==> config.mk <==
export PLATFORM = sky130hd
export DESIGN_NAME = rf_write_arbiter
export DESIGN_NICKNAME = d
export VERILOG_FILES = /design/src/rtl/rf_write_arbiter.sv
export SDC_FILE = /design/constraint.sdc
export NUM_CORES = 1
export LEC_CHECK = 0
export CAP_MARGIN = 20
export CORE_AREA = 2 2 65 67
export DETAILED_ROUTE_END_ITERATION = 8
export DIE_AREA = 0 0 67 69
export PLACE_DENSITY = 0.71
export SYNTH_ARGS = -nofsm -noshare
export SYNTH_HDL_FRONTEND = slang
export SYNTH_SLANG_ARGS = --single-unit
==> constraint.sdc <==
create_clock -name clk -period 2.16 [get_ports clk]
set_input_delay 0.324 -clock clk [delete_from_list [all_inputs] [get_ports clk]]
set_output_delay 0.324 -clock clk [all_outputs]
set_load 0.1 [all_outputs]
==> src/rtl/rf_write_arbiter.sv <==
// Round-robin arbiter for the register-file write port, with an r1..r7 clear sweep.
// Optional r0-drop counter output enabled by defining RF_ARB_DROP_CNT_EN.
module rf_write_arbiter #(
  parameter int unsigned WIDTH = 8,
  parameter int unsigned NREQ  = 3
) (
  input  logic                    clk,
  input  logic                    rst,
  input  logic [NREQ-1:0]         req_valid,
  input  logic [3*NREQ-1:0]       req_addr,
  input  logic [WIDTH*NREQ-1:0]   req_data,
  output logic [NREQ-1:0]         req_ready,
  input  logic                    clr_req,
  output logic                    clr_done,
  output logic                    busy,
  output logic                    we3,
  output logic [2:0]              wa3,
  output logic [WIDTH-1:0]        wd3
`ifdef RF_ARB_DROP_CNT_EN
  ,
  output logic [7:0]              drop_cnt
`endif
);

  localparam int unsigned PW = (NREQ > 2) ? 2 : 1;

  typedef enum logic {ARB, CLEAR} state_t;

  state_t           state_q, state_d;
  logic [PW-1:0]    ptr_q, ptr_d;
  logic [2:0]       idx_q, idx_d;
  logic             we3_q, we3_d;
  logic [2:0]       wa3_q, wa3_d;
  logic [WIDTH-1:0] wd3_q, wd3_d;

  logic [NREQ-1:0]  grant;
  logic             found;
  logic [2:0]       gnt_addr;
  logic [WIDTH-1:0] gnt_data;
  logic [PW-1:0]    gnt_idx;

  // Scan starts at ptr_q; the outer index sets priority, the inner finds the requester.
  always_comb begin
    grant    = '0;
    found    = 1'b0;
    gnt_addr = '0;
    gnt_data = '0;
    gnt_idx  = '0;
    for (int unsigned i = 0; i < NREQ; i++) begin
      for (int unsigned j = 0; j < NREQ; j++) begin
        if (!found && (j == (32'(ptr_q) + i) % NREQ) && req_valid[j]) begin
          found    = 1'b1;
          grant[j] = 1'b1;
          gnt_addr = req_addr[3*j +: 3];
          gnt_data = req_data[WIDTH*j +: WIDTH];
          gnt_idx  = PW'(j);
        end
      end
    end
  end

`ifdef RF_ARB_DROP_CNT_EN
  logic drop_inc;
`endif

  always_comb begin
    state_d   = state_q;
    ptr_d     = ptr_q;
    idx_d     = idx_q;
    we3_d     = 1'b0;
    wa3_d     = wa3_q;
    wd3_d     = wd3_q;
    req_ready = '0;
`ifdef RF_ARB_DROP_CNT_EN
    drop_inc  = 1'b0;
`endif
    case (state_q)
      ARB: begin
        if (clr_req) begin
          state_d = CLEAR;
          we3_d   = 1'b1;
          wa3_d   = idx_q;
          wd3_d   = '0;
          idx_d   = idx_q + 3'd1;
        end else if (found) begin
          req_ready = grant;
          ptr_d     = (gnt_idx == PW'(NREQ - 1)) ? '0 : gnt_idx + 1'b1;
          we3_d     = (gnt_addr != 3'd0);
          wa3_d     = gnt_addr;
          wd3_d     = gnt_data;
`ifdef RF_ARB_DROP_CNT_EN
          drop_inc  = (gnt_addr == 3'd0);
`endif
        end
      end
      CLEAR: begin
        // wa3_q holds the clear address currently presented to the register file.
        if (wa3_q == 3'd7) begin
          state_d = ARB;
          idx_d   = 3'd1;
        end else begin
          we3_d = 1'b1;
          wa3_d = idx_q;
          wd3_d = '0;
          idx_d = idx_q + 3'd1;
        end
      end
      default: state_d = ARB;
    endcase
    if (!rst) req_ready = '0;
  end

  always_ff @(posedge clk or negedge rst) begin
    if (!rst) begin
      state_q <= ARB;
      ptr_q   <= '0;
      idx_q   <= 3'd1;
      we3_q   <= 1'b0;
      wa3_q   <= '0;
      wd3_q   <= '0;
    end else begin
      state_q <= state_d;
      ptr_q   <= ptr_d;
      idx_q   <= idx_d;
      we3_q   <= we3_d;
      wa3_q   <= wa3_d;
      wd3_q   <= wd3_d;
    end
  end

  assign we3      = we3_q;
  assign wa3      = wa3_q;
  assign wd3      = wd3_q;
  assign busy     = (state_q == CLEAR);
  assign clr_done = busy && (wa3_q == 3'd7);

`ifdef RF_ARB_DROP_CNT_EN
  logic [7:0] drop_q;

  always_ff @(posedge clk or negedge rst) begin
    if (!rst) begin
      drop_q <= '0;
    end else if (drop_inc && (drop_q != 8'hFF)) begin
      drop_q <= drop_q + 8'd1;
    end
  end

  assign drop_cnt = drop_q;
`endif

endmodule
==> results of run 1 <==
-- layer usage --
metal / track usage, % / share of wire [%] / vias to the layer above
li1: - / - / 931
met2: 41.58 / 50 / 89
met5: 0 / 0 / -
met3: 1.958 / 6.6 / 9
met1: 35.31 / 42 / 943
met4: 9.297 / 1.7 / 0
-- cells in the final DEF (no fill, tap or decap), drive strengths merged, types with 6 or more instances in the layout --
cell type	count
a21oi	19
a221o	6
a22oi	7
buf	79
clkdlybuf4s50	37
dfrtp	17
nand2	9
nand3	6
nor2	18
o21ai	23
o221ai	6
-- metrics by stage --
stage,cell area [um2],util (%),hold WS [ps]
6_report,2783,71.10,481.1
5_1_grt,2783,71.10,503.8
4_1_cts,2597,66.37,483.4
3_5_place_dp,2484,63.46,467.5
3_3_place_gp,2484,63.46,463.3
2_1_floorplan,1560,-,28.41
-- area by class of cell --
cell class | count | area share, %
multi-input cells | 147 | 41.05
repair buffers | 117 | 37.86
well taps | 50 | 2.248
clock buffers | 4 | 1.619
flip-flops and latches | 18 | 16.55
inverters | 5 | 0.6745
-- cells by family after synthesis --
logic type,after synthesis,share of synthesized area (%)
compound gates,85,38.58
buf+inv,18,6.916
flops,18,30.08
fa+ha+maj,3,2.500
simple gates,56,19.92
xor+xnor,1,0.5834
mux,2,1.417
-- path summary, 6_finish.rpt --
| path | endpoint | slack, ps | depth (start not counted) |
|---|---|---|---|
| worst max-delay path | req_ready[1] | -110 | 8 |
| worst min-delay path | wd3[6] | 480 | 1 |
| worst max register to register | wa3[1] | -40 | 8 |
| worst min register to register | wd3[6] | 480 | 1 |
| max in group asynchronous | idx_q[0] | 1360 | 2 |
| min in group asynchronous | we3 | 540 | 2 |
-- flip-flops by register name (all words and copies together), names as in the netlist --
register,flops
we3,1
idx_q,3
wd3,8
busy,1
ptr_q,2
wa3,3
-- worst max-delay path, delay by kind of cell (launching register included) --
kind	cells	cell delay, ps
AOI/OAI and AO/OA	1	180
adders and majority gates	1	190
and+or+nand+nor	2	300
buffers and inverters	4	630
DFF	1	400
-- what timing repair did --
action / CTS / global route
setup buffers: 5 / 7
endpoints found under the setup margin: 12 / 15
gates resized for setup: 11 / 37
pin swaps: 5 / 13
-- power groups by stage --
stage | clock network, uW | registers, uW | logic (uW)
CTS | 248 | 560 | 2390
global route | 261 | 578 | 2930
finish | 247 | 562 | 2740
global placement | 0 | 556 | 2250
floorplan | 0 | 1030 | 998
detailed placement | 0 | 561 | 2270
==> flow_summary.json, run 1 <==
{
  "vias": 1972,
  "start_kind": "flop",
  "fin_crit_ps": 2267,
  "ys_ff_latch": 18,
  "crit_type": "flop to primary output",
  "cpMostUsedCell": "buf_4",
  "routed_wl_um": 5741,
  "multi_input_area_um2": 1142,
  "cts_tree": "built",
  "failed_checks": "negative setup slack",
  "avgSynthCellArea_um2": 8.205,
  "clk_pin_slew_worst_paths_ps": 70,
  "cts_buffer_depth": 2,
  "power.switching_uw": 1807,
  "endpoint_kind": "primary output",
  "synth_fp_nets": 225,
  "route.detailed.drc": 0,
  "grt_usage_pct": 25.70,
  "p_int_uw": 1742,
  "max-slew-margin-rel_pct": 76.65,
  "clkSinkCount": 18,
  "worst_ep_arrival_time_ps": 1940,
  "fin_nets": 334,
  "rsz0062_at_grt": "true",
  "start_util_pct": 38.36,
  "grt_pass1_vias": 1903,
  "fin_worst_skew_ps": 8.200,
  "hp-start": "wd3[6]",
  "core_area_um2": 3914,
  "ios": 56,
  "cts_hold_buffers": 0,
  "drt_iter0_markers": 209,
  "pwr_density_cell_nw_per_um2": 1275,
  "power_uw": 3549,
  "antenna_found_initial": 0,
  "status": "finished, violations left",
  "fillerInstances": 300,
  "pre_cts_slack_ps": -189.6,
  "cts-root-buf": "clkbuf_8",
  "power_frac_comb_pct": 77.2,
  "synth_edf_count": 0,
  "cp_cell_sequence": "buf_4 -> ha_4 -> buf_6 -> buf_4 -> nor3_4 -> nand3_2 -> a21oi_4 -> buf_12",
  "synth_area_um2": 1501,
  "seq_area_um2": 460.4,
  "synth_common_cells": "a21oi_1, nor2_1, o21ai_0",
  "swShare_pct": 50.92,
  "clock_power_share_pct": 7.0,
  "syn_inst": 183,
  "wl_per_cell_um": 16.84,
  "async_flop_share_pct": 100.0,
  "yosysMostFrequentCell": "a21oi_1",
  "yosysSeqAreaShare_pct": 30.08,
  "setup_viol": 4,
  "grt-ovfl-total": 0,
  "antenna_cells": 0,
  "synth-main-ff-cell": "dfrtp_1",
  "yosysWarnings": 0,
  "hold_viol": 0,
  "max_freq_ghz": 0.4411,
  "die_h_um": 69,
  "cts_buffers": 3,
  "viasPerCell": 5.783,
  "post-route-period-util_pct": 104.9,
  "drt_pass1_iterations": 5,
  "ys_types": 47,
  "final_antenna_net_count": 0,
  "grt_max_degree": 19,
  "min_path_type": "flop to flop",
  "dp_cells": 326,
  "synth_top_cells_by_area": "dfrtp_1, a21oi_1, o21ai_0, nor2_1, a221o_1",
  "area_growth_pct": 85.33,
  "p_leak_uw": 0.001149,
  "rows": 23,
  "final_cells": 341,
  "h-tree-depth": 1,
  "worstSetupStartpoint": "ptr_q[0]",
  "gp_congestion": 0.9769,
  "worst_pin_slew_ps": 350.3,
  "fin_tns_setup_ps": -303.9,
  "cp_data_required_time_ps": 1840,
  "fin_ws_ps": -106.9,
  "slew_violations": 0,
  "synth_top_area_share_pct": 28.33,
  "ir_drop_mv": 0.7246,
  "worstSkewPairLatency_ps": 260,
  "cpMaxStageDelayCell": "dfrtp_1",
  "layout-drive-gt1-share_pct": 44.33,
  "fp.dieW_um": 67,
  "yosysTopAreaCell": "dfrtp_1",
  "die_area_um2": 4623,
  "grt_pass1_wl_um": 9163,
  "maxCapViolations": 0,
  "slowest_delay_ps": 400,
  "r2r_start": "ptr_q[1]",
  "pwr-share-seq_pct": 15.8,
  "dp_hpwl_um": 4457,
  "port-buffer-count": 55,
  "worst-path-max-fanout": 7
}
Note: power is estimated with default switching activity, not from simulation.
==> run 2, diff against run 1 <==
- ABC_AREA: not set -> 1
- CORE_AREA: 2 2 65 67 -> 2 2 68 70
- DIE_AREA: 0 0 67 69 -> 0 0 70 72
- PLACE_DENSITY: 0.71 -> 0.7
==> flow_summary.json, run 2 <==
{
  "final_antenna_net_count": 0,
  "final_cell_mix": "nand2_1, buf_4, clkdlybuf4s50_1",
  "setup_viol": 9,
  "maxCapViolations": 0,
  "r2r_start": "ptr_q[0]",
  "worst_pin_slew_ps": 326.7,
  "viasPerCell": 4.830,
  "grt_pass1_wl_um": 9218,
  "start_util_pct": 39.52,
  "layout-drive-gt1-share_pct": 38.44,
  "ios": 56,
  "min_path_type": "flop to flop",
  "post-route-period-util_pct": 107.9,
  "synth_edf_count": 0,
  "drt_pass1_iterations": 4,
  "grt-ovfl-total": 0,
  "worst_ep_arrival_time_ps": 2010,
  "worstSetupStartpoint": "ptr_q[0]",
  "hp-start": "wd3[3]",
  "wl_per_cell_um": 13.21,
  "yosysMostFrequentCell": "nand2_1",
  "worst-path-max-fanout": 3,
  "cp_cell_sequence": "buf_4 -> ha_4 -> nand2_4 -> nand2_4 -> nor2_4 -> nand3_4 -> nor2_8 -> nand3_4 -> inv_4 -> nor2_2 -> nor2_4 -> buf_12",
  "fp.dieW_um": 70,
  "ir_drop_mv": 0.6508,
  "drt_iter0_markers": 103,
  "area_growth_pct": 72.46,
  "fin_nets": 415,
  "fin_ws_ps": -169.6,
  "start_kind": "flop",
  "cpMaxStageDelayCell": "dfrtp_1",
  "yosysSeqAreaShare_pct": 26.80,
  "hold_viol": 0,
  "cp_data_required_time_ps": 1840,
  "endpoint_kind": "primary output",
  "fin_worst_skew_ps": 4.128,
  "power_uw": 4211,
  "vias": 2048,
  "largest_reg_flops": 8,
  "async_flop_share_pct": 100.0,
  "syn_inst": 261,
  "ys_ff_latch": 18,
  "post-route-util_pct": 68.16,
  "die_h_um": 72,
  "dp_hpwl_um": 4415,
  "path_buf_inv": 3,
  "core_area_um2": 4264,
  "cts_tree": "built",
  "synth-main-ff-cell": "dfrtp_1",
  "pwr_density_cell_nw_per_um2": 1449,
  "final_common_cell": "nand2_1",
  "rows": 24,
  "p_leak_uw": 0.001458,
  "clkSinkCount": 18,
  "ys_types": 29,
  "worstSkewPairLatency_ps": 260,
  "slowest_delay_ps": 390,
  "gp_congestion": 0.9199,
  "synth_fp_nets": 303,
  "die_area_um2": 5040,
  "antenna_cells": 0,
  "grt_max_degree": 19,
  "avgSynthCellArea_um2": 6.457,
  "status": "finished, violations left",
  "synth_area_um2": 1685,
  "synth_common_cells": "nand2_1, inv_1, nor2_1",
  "routed_wl_um": 5602,
  "yosysTopAreaCell": "dfrtp_1",
  "cts_buffers": 3,
  "cts_hold_buffers": 0,
  "fin_tns_setup_ps": -546.3,
  "max_freq_ghz": 0.4293,
  "clk_pin_slew_worst_paths_ps": 80,
  "synth_top_cells_by_area": "dfrtp_1, nand2_1, inv_1, o21ai_0, nor2_1",
  "rsz0062_at_grt": "true",
  "h-tree-depth": 1,
  "cts_buffer_depth": 2,
  "port-buffer-count": 55,
  "yosysWarnings": 0,
  "failed_checks": "negative setup slack",
  "cts-root-buf": "clkbuf_8",
  "max-slew-margin-rel_pct": 78.15,
  "synth_top_area_share_pct": 25.24,
  "crit_family": "simple AND/OR/NAND/NOR gates",
  "crit_type": "flop to primary output",
  "antenna_found_initial": 0,
  "grt_pass1_vias": 2042,
  "route.detailed.drc": 0,
  "grt_usage_pct": 23.11,
  "slew_violations": 0,
  "fin_crit_ps": 2330
}
[run 2: changes by cell type after synthesis, moves of 7 or more]
cell and change:
nor2_1 +8, nand2_1 +78, nand2_2 +7, inv_1 +25
[run 2: per-stage QoR]
stage          hold WS, ps  cell area [um2]  setup WS (ps)  cells
2_1_floorplan        28.41             1778         -229.1    261
3_3_place_gp         471.6             2706         -92.47    408
3_5_place_dp         469.8             2706         -142.0    408
4_1_cts              489.2             2829         -171.4    419
5_1_grt              517.0             2907         -247.4    424
6_report             483.2             2907         -169.6    424
[run 2: cell type report]
cell class / instances / area (um2)
repair buffers: 109 / 982.2
fillers: 366 / 1358
clock buffers: 4 / 55.05
flip-flops and latches: 18 / 455.4
well taps: 52 / 65.06
inverters: 35 / 145.1
multi-input cells: 206 / 1204
[run 2: cells by family after synthesis]
| kind of cell | share of synthesized area (%) |
|---|---|
| simple gates | 44.91 |
| compound gates | 16.48 |
| flops | 26.80 |
| fa+ha+maj | 2.227 |
| buf+inv | 9.577 |
[run 2: per-layer routing]
metal	wire, um	part of all wire [%]	global-route usage, %	up-vias
li1	-	-	-	1059
met1	2466	44	30.27	915
met2	2716	48	40.11	68
met3	366	6.5	3.889	6
met4	53	0.95	5.769	0
met5	0	0	0	-
[run 2: power by group]
part / internal [uW] / switching, uW / total, uW
clock: 162 / 126 / 289
sequential: 472 / 87.0 / 559
combinational: 1340 / 2030 / 3360
[run 2: tightest hold or removal path: stages (launching register included)]
cell and delay (ps):
dfrtp_1 350, nand2_1 50, nand2_1 50
[run 2: final timing paths]
| path | slack (ps) | to | depth (start not counted) |
|---|---|---|---|
| worst max-delay path | -170 | req_ready[2] | 12 |
| worst min-delay path | 480 | wd3[3] | 2 |
| worst max register to register | -20 | wd3[5] | 16 |
| worst min register to register | 480 | wd3[3] | 2 |
| max in group asynchronous | 1280 | idx_q[0] | 2 |
| min in group asynchronous | 620 | wd3[6] | 2 |
[run 2: what timing repair did]
action / 4_1_cts / 5_1_grt
gates resized for setup: 6 / 16
pin swaps: 5 / 11
setup endpoints to repair: 3 / 16
setup buffers: 7 / 5
